===== src/rtl/key_note_select.sv =====
// Key synchronizer, per-key debouncer and lowest-key note selector for the piano tone path.
// Optional feature: define OCTAVE_UP_EN to add the octave_up input, which halves the tone period.
module key_note_select #(
    parameter int DEBOUNCE_CYCLES = 500000
) (
    input  logic        clk,
    input  logic        rst_n,
    input  logic [7:0]  keys,
`ifdef OCTAVE_UP_EN
    input  logic        octave_up,
`endif
    output logic        note_valid,
    output logic [2:0]  note_idx,
    output logic [16:0] half_period,
    output logic        note_load,
    output logic [7:0]  keys_db
);

    localparam logic [19:0] DB_LIMIT = 20'(DEBOUNCE_CYCLES);

    logic [7:0]  keysSync1;
    logic [7:0]  keysSync2;
    logic [7:0]  stable;
    logic [19:0] dbCount [8];

    logic        selValid;
    logic [2:0]  selIdx;
    logic [16:0] selHalf;
    logic        octaveSync;

    // A key flips only after DB_LIMIT consecutive mismatching cycles; any match restarts the count.
    always_ff @(posedge clk or negedge rst_n) begin
        if (!rst_n) begin
            keysSync1 <= '0;
            keysSync2 <= '0;
            stable    <= '0;
            for (int i = 0; i < 8; i++) begin
                dbCount[i] <= '0;
            end
        end else begin
            keysSync1 <= keys;
            keysSync2 <= keysSync1;
            for (int i = 0; i < 8; i++) begin
                if (keysSync2[i] == stable[i]) begin
                    dbCount[i] <= '0;
                end else if (dbCount[i] == DB_LIMIT) begin
                    stable[i]  <= keysSync2[i];
                    dbCount[i] <= '0;
                end else begin
                    dbCount[i] <= dbCount[i] + 20'd1;
                end
            end
        end
    end

    assign keys_db = stable;

`ifdef OCTAVE_UP_EN
    logic octaveSync1;
    logic octaveSync2;

    always_ff @(posedge clk or negedge rst_n) begin
        if (!rst_n) begin
            octaveSync1 <= 1'b0;
            octaveSync2 <= 1'b0;
        end else begin
            octaveSync1 <= octave_up;
            octaveSync2 <= octaveSync1;
        end
    end

    assign octaveSync = octaveSync2;
`else
    assign octaveSync = 1'b0;
`endif

    // Half-period counts N at 50 MHz, C4 up to C5.
    function automatic logic [16:0] baseCount(input logic [2:0] idx);
        case (idx)
            3'd0:    baseCount = 17'd95556;
            3'd1:    baseCount = 17'd85131;
            3'd2:    baseCount = 17'd75843;
            3'd3:    baseCount = 17'd71586;
            3'd4:    baseCount = 17'd63776;
            3'd5:    baseCount = 17'd56818;
            3'd6:    baseCount = 17'd50619;
            default: baseCount = 17'd47778;
        endcase
    endfunction

    // Lowest pressed key wins; iterating downward lets the lowest index overwrite.
    always_comb begin
        selValid = 1'b0;
        selIdx   = 3'd0;
        selHalf  = 17'd0;
        for (int i = 7; i >= 0; i--) begin
            if (stable[i]) begin
                selValid = 1'b1;
                selIdx   = 3'(i);
            end
        end
        if (selValid) begin
            if (octaveSync) begin
                selHalf = (baseCount(selIdx) >> 1) - 17'd1;
            end else begin
                selHalf = baseCount(selIdx) - 17'd1;
            end
        end
    end

    always_ff @(posedge clk or negedge rst_n) begin
        if (!rst_n) begin
            note_valid  <= 1'b0;
            note_idx    <= 3'd0;
            half_period <= 17'd0;
            note_load   <= 1'b0;
        end else begin
            note_valid  <= selValid;
            note_idx    <= selIdx;
            half_period <= selHalf;
            note_load   <= {selValid, selIdx, selHalf} != {note_valid, note_idx, half_period};
        end
    end

endmodule

===== config.mk =====
export PLATFORM = sky130hd
export DESIGN_NAME = key_note_select
export DESIGN_NICKNAME = d
export VERILOG_FILES = /design/src/rtl/key_note_select.sv
export SDC_FILE = /design/constraint.sdc
export NUM_CORES = 1
export LEC_CHECK = 0
export ABC_AREA = 1
export CAP_MARGIN = 20
export CORE_MARGIN = 3
export CORE_UTILIZATION = 45
export CTS_CLUSTER_DIAMETER = 100
export DETAILED_ROUTE_END_ITERATION = 8
export PLACE_DENSITY = 0.66
export SLEW_MARGIN = 20
export SYNTH_ARGS = -nofsm -noshare
export SYNTH_HDL_FRONTEND = slang
export SYNTH_SLANG_ARGS = --single-unit

===== constraint.sdc =====
create_clock -name clk -period 2.9 [get_ports clk]
set_input_delay 0.58 -clock clk [delete_from_list [all_inputs] [get_ports clk]]
set_output_delay 0.58 -clock clk [all_outputs]
set_load 0.01 [all_outputs]

== Word-level counts from Yosys, hierarchy flattened ==
Cells that the tools add are included.
Word-level totals
  flip-flop bits (word level): 206
  word-level logic and storage cells: 106
Operators by class
  $add $sub $neg: 9
  eq/ne operators: 23
  muxes and demuxes: 35
  bitwise gates (word level): 8
  reductions and logical operators: 9
Operators with widths (count)
  $mux 20: 16
  $add 20x1->20 const B: 8
  $eq 20x19->1 const B: 8
  $pmux 17 s7: 1
  $mux 17: 2
  $mux 3: 8
  $ne 21x21->1: 1
  $sub 17x1->17 const B: 1
  $reduce_and 2->1: 8
  $eq 3x3->1 const B: 3
  $eq 1x1->1: 8
  $mux 1: 8
  $not 1->1: 8
  $eq 3x2->1 const B: 2
  $eq 3x1->1 const B: 1
  $logic_not 3->1: 1

== Logic depth before layout (Yosys ltp) ==
  depth after elaboration: 14
  gate-level depth with buffers: 17
  depth with buffers taken out: 17

== Worst setup path before layout ==
No wires, ideal clock.
  path kind: register to register
  start point: register dbCount[140] (netlist bit)
  end point: register dbCount[158] (netlist bit)
  arrival: 1.660 ns
  required time: 2.773 ns
  slack: 1.112 ns
  cell stages (with the launch flop): 12
  path buffers: 0
  cell sequence: dfrtp_1 > ha_1 > nand2_1 > nor2_2 > nand4_1 > or2_4 > nor2_4 > nand3_1 > nor2_2 > nand2_1 > nor3_1 > nor3_1
On the way
  word-level cells in the longest chain between the ends: 3
  elaborated cells on any way between the ends: 4
RTL lines
  start: declaration: RTL line 24  | logic [19:0] dbCount [8];
  start signal: indexed assignment: RTL line 50  | dbCount[i] <= dbCount[i] + 20'd1;
  $add 20x1->20 / $eq 20x19->1 (equally long branches): RTL line 50, 46
  $mux 20 *: RTL line 46  | end else if (dbCount[i] == DB_LIMIT) begin
  $mux 20 *: RTL line 44  | if (keysSync2[i] == stable[i]) begin
Every way passes the cells marked *; elsewhere a longest branch is shown, timed or not.
A chain may end at the register's enable or synchronous reset.

== Worst setup path in the final report ==
  start point: register stable[4] (netlist: keys_db[4])
  end point: output port keys_db[4]
RTL lines
  start: declaration: RTL line 23  | logic [7:0] stable;
  start signal: indexed assignment: RTL line 47  | stable[i] <= keysSync2[i];
  end: declaration: RTL line 16  | output logic [7:0] keys_db
No word-level cell between the ends.

==> summary.md <==
| Metric | Value |
|---|---|
| Status | finished, final reports clean |
| Max Fclk | approximately 0.46 GHz |
| Min Hold Slack | 0.0116 ns |
| Insertion delay to the later sink of the worst-skew pair | approximately 0.51 ns |
| Worst Skew | around 0.0090 ns |
| Syn Nets | 1285 |
| Synth Area per Inst | roughly 8.4 um2 |
| Setup TNS | 0 ns |
| Post-Syn Instances | 1259 |
| Sw Ratio | a little over a fifth |
| # hold bufs at CTS | 0 |
| LEAKAGE | about 5.4 nW |
| Hold Crit Class | input pin to asynchronous set/reset pin |
| Synth cell count leaders | 206 x dfrtp_1, 204 x nand2_1, 186 x inv_1 |
| I/O pin cnt | 40 |
| Slew headroom | between 60% and 70% |
| Global-route wire length before repair | 37500 um |
| Vias/cell | a little under 5 |
| Final period util | between 70% and 80% |
| Die width | ~160 um |
| Remaining global-route overflow | 0 |
| Clk root buf | clkbuf_16 |
| Slowest stage cell on the critical path | clkdlybuf4s50_1 |
| IO Port Bufs | 39 |
| CTS clk-pin slew, worst paths | approximately 0.06 ns |
| Ranking of synthesized cells by area | dfrtp_1 49%, nand2_1 7.3%, inv_1 6.6% |
| CP required | about 2.3 ns |
| Distinct cell type count after synthesis | 48 |
| Total wire length | 21500 um |
| Power per cell area | between 500 and 600 nW/um2 |
| Post-detail-place hpwl | about 16000 um |
| Delay of the slowest cell on the worst path | between 0.6 and 0.7 ns |
| Startpoint Class | flip-flop |
| Clock Sinks | about 210 |
| Final Hold Viols | 0 |
| Pins Over Slew Limit | 0 |
| Main synth FF type | dfrtp_1 |
| Iter 0 DRT Violations | 466 |
| CP endpoint kind | output port |
| First-pass DRT Iterations | 7 |
| Initial antenna violation count | 0 |
| Post-synthesis register bit count | 206 |
| Crit path time final | 2.18 ns |
| WL per Instance | approximately 13 um |
| Synth top area share | 49.0% |
| Crit Path Max Fanout | 5 |
| Ant. Diodes | 0 |
| Synthesis Warnings | 0 |
| Fraction of synthesized cell area in xor and xnor cells | roughly 5.6% |
| Gr usage total | 17.3% |
| Worst slew pin tran | ~0.59 ns |
| Final setup fails | 0 |
| Comb power frac | roughly 3.5% |
| Worst VDD drop | around 0.47 mV |
| CP Cell Sequence | clkdlybuf4s50_1 |
| Adder-cell area share of the yosys netlist | about 1.9% |
| Multi-input gate area | 4560 um2 |
| Share of layout cells above drive strength 1 | under 10% |
| Synth area leader | dfrtp_1 |
| Synth Area in Compound Gates | between 5 and 6% |
| Seq pwr share | between 40% and 50% |
| # nets final | 1351 |
| Max-Cap Viols | 0 |
| Mux cell area share after synthesis | less than 1% |
| Asr flop ratio synth | 100% |
| Core region area | between 20000 and 25000 um2 |
| Vias | 8162 |
| Postcts setup bufs | 0 |
| FP Rows | 55 |
| Count leader, synth | dfrtp_1 |
| Fill cells | 2096 |
| Area growth from synthesis to layout | 15.5% |
| CP Buf/Inv Count | 1 |
| CP Data Arrival Time | between 1.5 and 2 ns |
| Sequential fraction of the synthesis area | between 40% and 50% |
| H-tree lvl count | 1 |
| Resized cells post-CTS | 0 |
| Largest net degree at the start of global routing | 75 |
| EDFF count, synth | 0 |
| Storage cell area | around 5200 um2 |
| CTS tree | yes |
| Vias in the first global route | 8003 |
| DRC violations left | 0 |
| TritonCTS Buffers | 24 |
| Routability congestion estimate | 0.895 |
| Die Area | ~25000 um2 |
| Initial cell density of the core | 46.2% |
| RSZ-0062 raised after global routing | no |
| Int Power | 4.87 mW |
| Die Y | approximately 160 um |
| DRT antenna net count | 0 |
| Switch Pwr | 1.34 mW |
| Simple logic cell fraction of the synthesized area | 29.9% |
| Critical path class | flip-flop to output port |
| Clock Power Share | roughly half |
| Clk buf depth | 3 |
| Crit path max-delay family | buffers and inverters |
| Main combinational cell family by area after synthesis | simple AND/OR/NAND/NOR gates |
| Cell Area, Synth | between 10000 and 15000 um2 |
## area by class of cell
cell class                 instances  area share, %
clock buffer                      39           5.99
inverter                         207           6.42
sequential                       206           42.4
timing repair buffer              44           3.77
multi-input combinational        842           37.5
clock inverter                     5          0.618
tap                              313           3.22
## flip-flops by register name, indices dropped and copies added, names as in the netlist
register,flops
dbCount,160
half_period,17
keysSync1,8
keysSync2,8
keys_db,8
note_idx,3
note_load,1
note_valid,1
## power groups by stage
| stage | Sequential, mW | Combinational [mW] | Clock (mW) |
|---|---|---|---|
| 2_1_floorplan | 2.99 | 0.113 | 0 |
| 3_3_place_gp | 2.99 | 0.223 | 0 |
| 3_5_place_dp | 2.99 | 0.225 | 0 |
| 4_1_cts | 2.94 | 0.227 | 3.13 |
| 5_1_grt | 2.95 | 0.260 | 3.26 |
| 6_report | 2.94 | 0.218 | 3.04 |
## cell families after synthesis
family,after synthesis
AND/OR/NAND/NOR,645
buffers and inverters,211
XOR/XNOR,67
multiplexers,2
AO/OA/AOI/OAI,112
flip-flops,206
adder cells (fa/ha/maj),16
## routing by layer
layer  track usage [%]  wire length [um]
met1              23.9             10500
met2              28.3              9660
met3              3.42               931
met4              4.34               474
met5                 0                 0
## placed cells by master, fill, tap and decap left out, drive strengths merged, types with 2 or more instances in the layout
master           n
xnor2           12
nor4            28
nand4           38
or2              7
and2             2
inv            204
nor3b            9
clkbuf          39
dfrtp          206
nor3            70
buf              6
bufinv           2
mux2             2
clkdlybuf4s50   38
xor2            55
o21ai           38
nor2           199
and3             4
a31oi            6
o21a             5
ha              16
nand3b           4
nand2          214
nand3           69
a21oi           60
clkinv           6
## final timing paths
| kind | start | endpoint | depth (start not counted) | slack, ns |
|---|---|---|---|---|
| min in group clk | keysSync1[0] | keysSync2[0] | 0 | 0.35 |
| max in group asynchronous | rst_n | dbCount[23] | 2 | 2.18 |
| max reg2reg | keys_db[0] | note_load | 13 | 0.82 |
| min | rst_n | dbCount[133] | 1 | 0.01 |
| min reg2reg | keysSync1[0] | keysSync2[0] | 0 | 0.35 |
| max | keys_db[4] | keys_db[4] | 1 | 0.72 |
## worst reg2reg max path, stage by stage, from the launching register on
cell and delay (ns):
dfrtp_1 0.49, inv_4 0.12, nand2_4 0.13, nor2_8 0.06, nand2_1 0.34, nand2_1 0.09
nand2_1 0.08, nand3_1 0.07, nor2_1 0.10, nand3_1 0.08, nor2_1 0.13, nand3_1 0.09
nor2_1 0.10, nand2_1 0.07
## per-stage QoR
stage	utilization (%)	setup WS (ns)	power, mW	std cells	area, um2
after CTS	53.3	0.686	6.30	1656	12100
final	53.3	0.720	6.21	1656	12100
after global routing	53.3	0.535	6.46	1656	12100
after floorplan	-	1.11	3.10	1259	10500
after detailed placement	49.8	0.800	3.22	1612	11300
after global placement	49.8	0.807	3.22	1612	11300
Note: power is estimated with default switching activity, not from simulation.
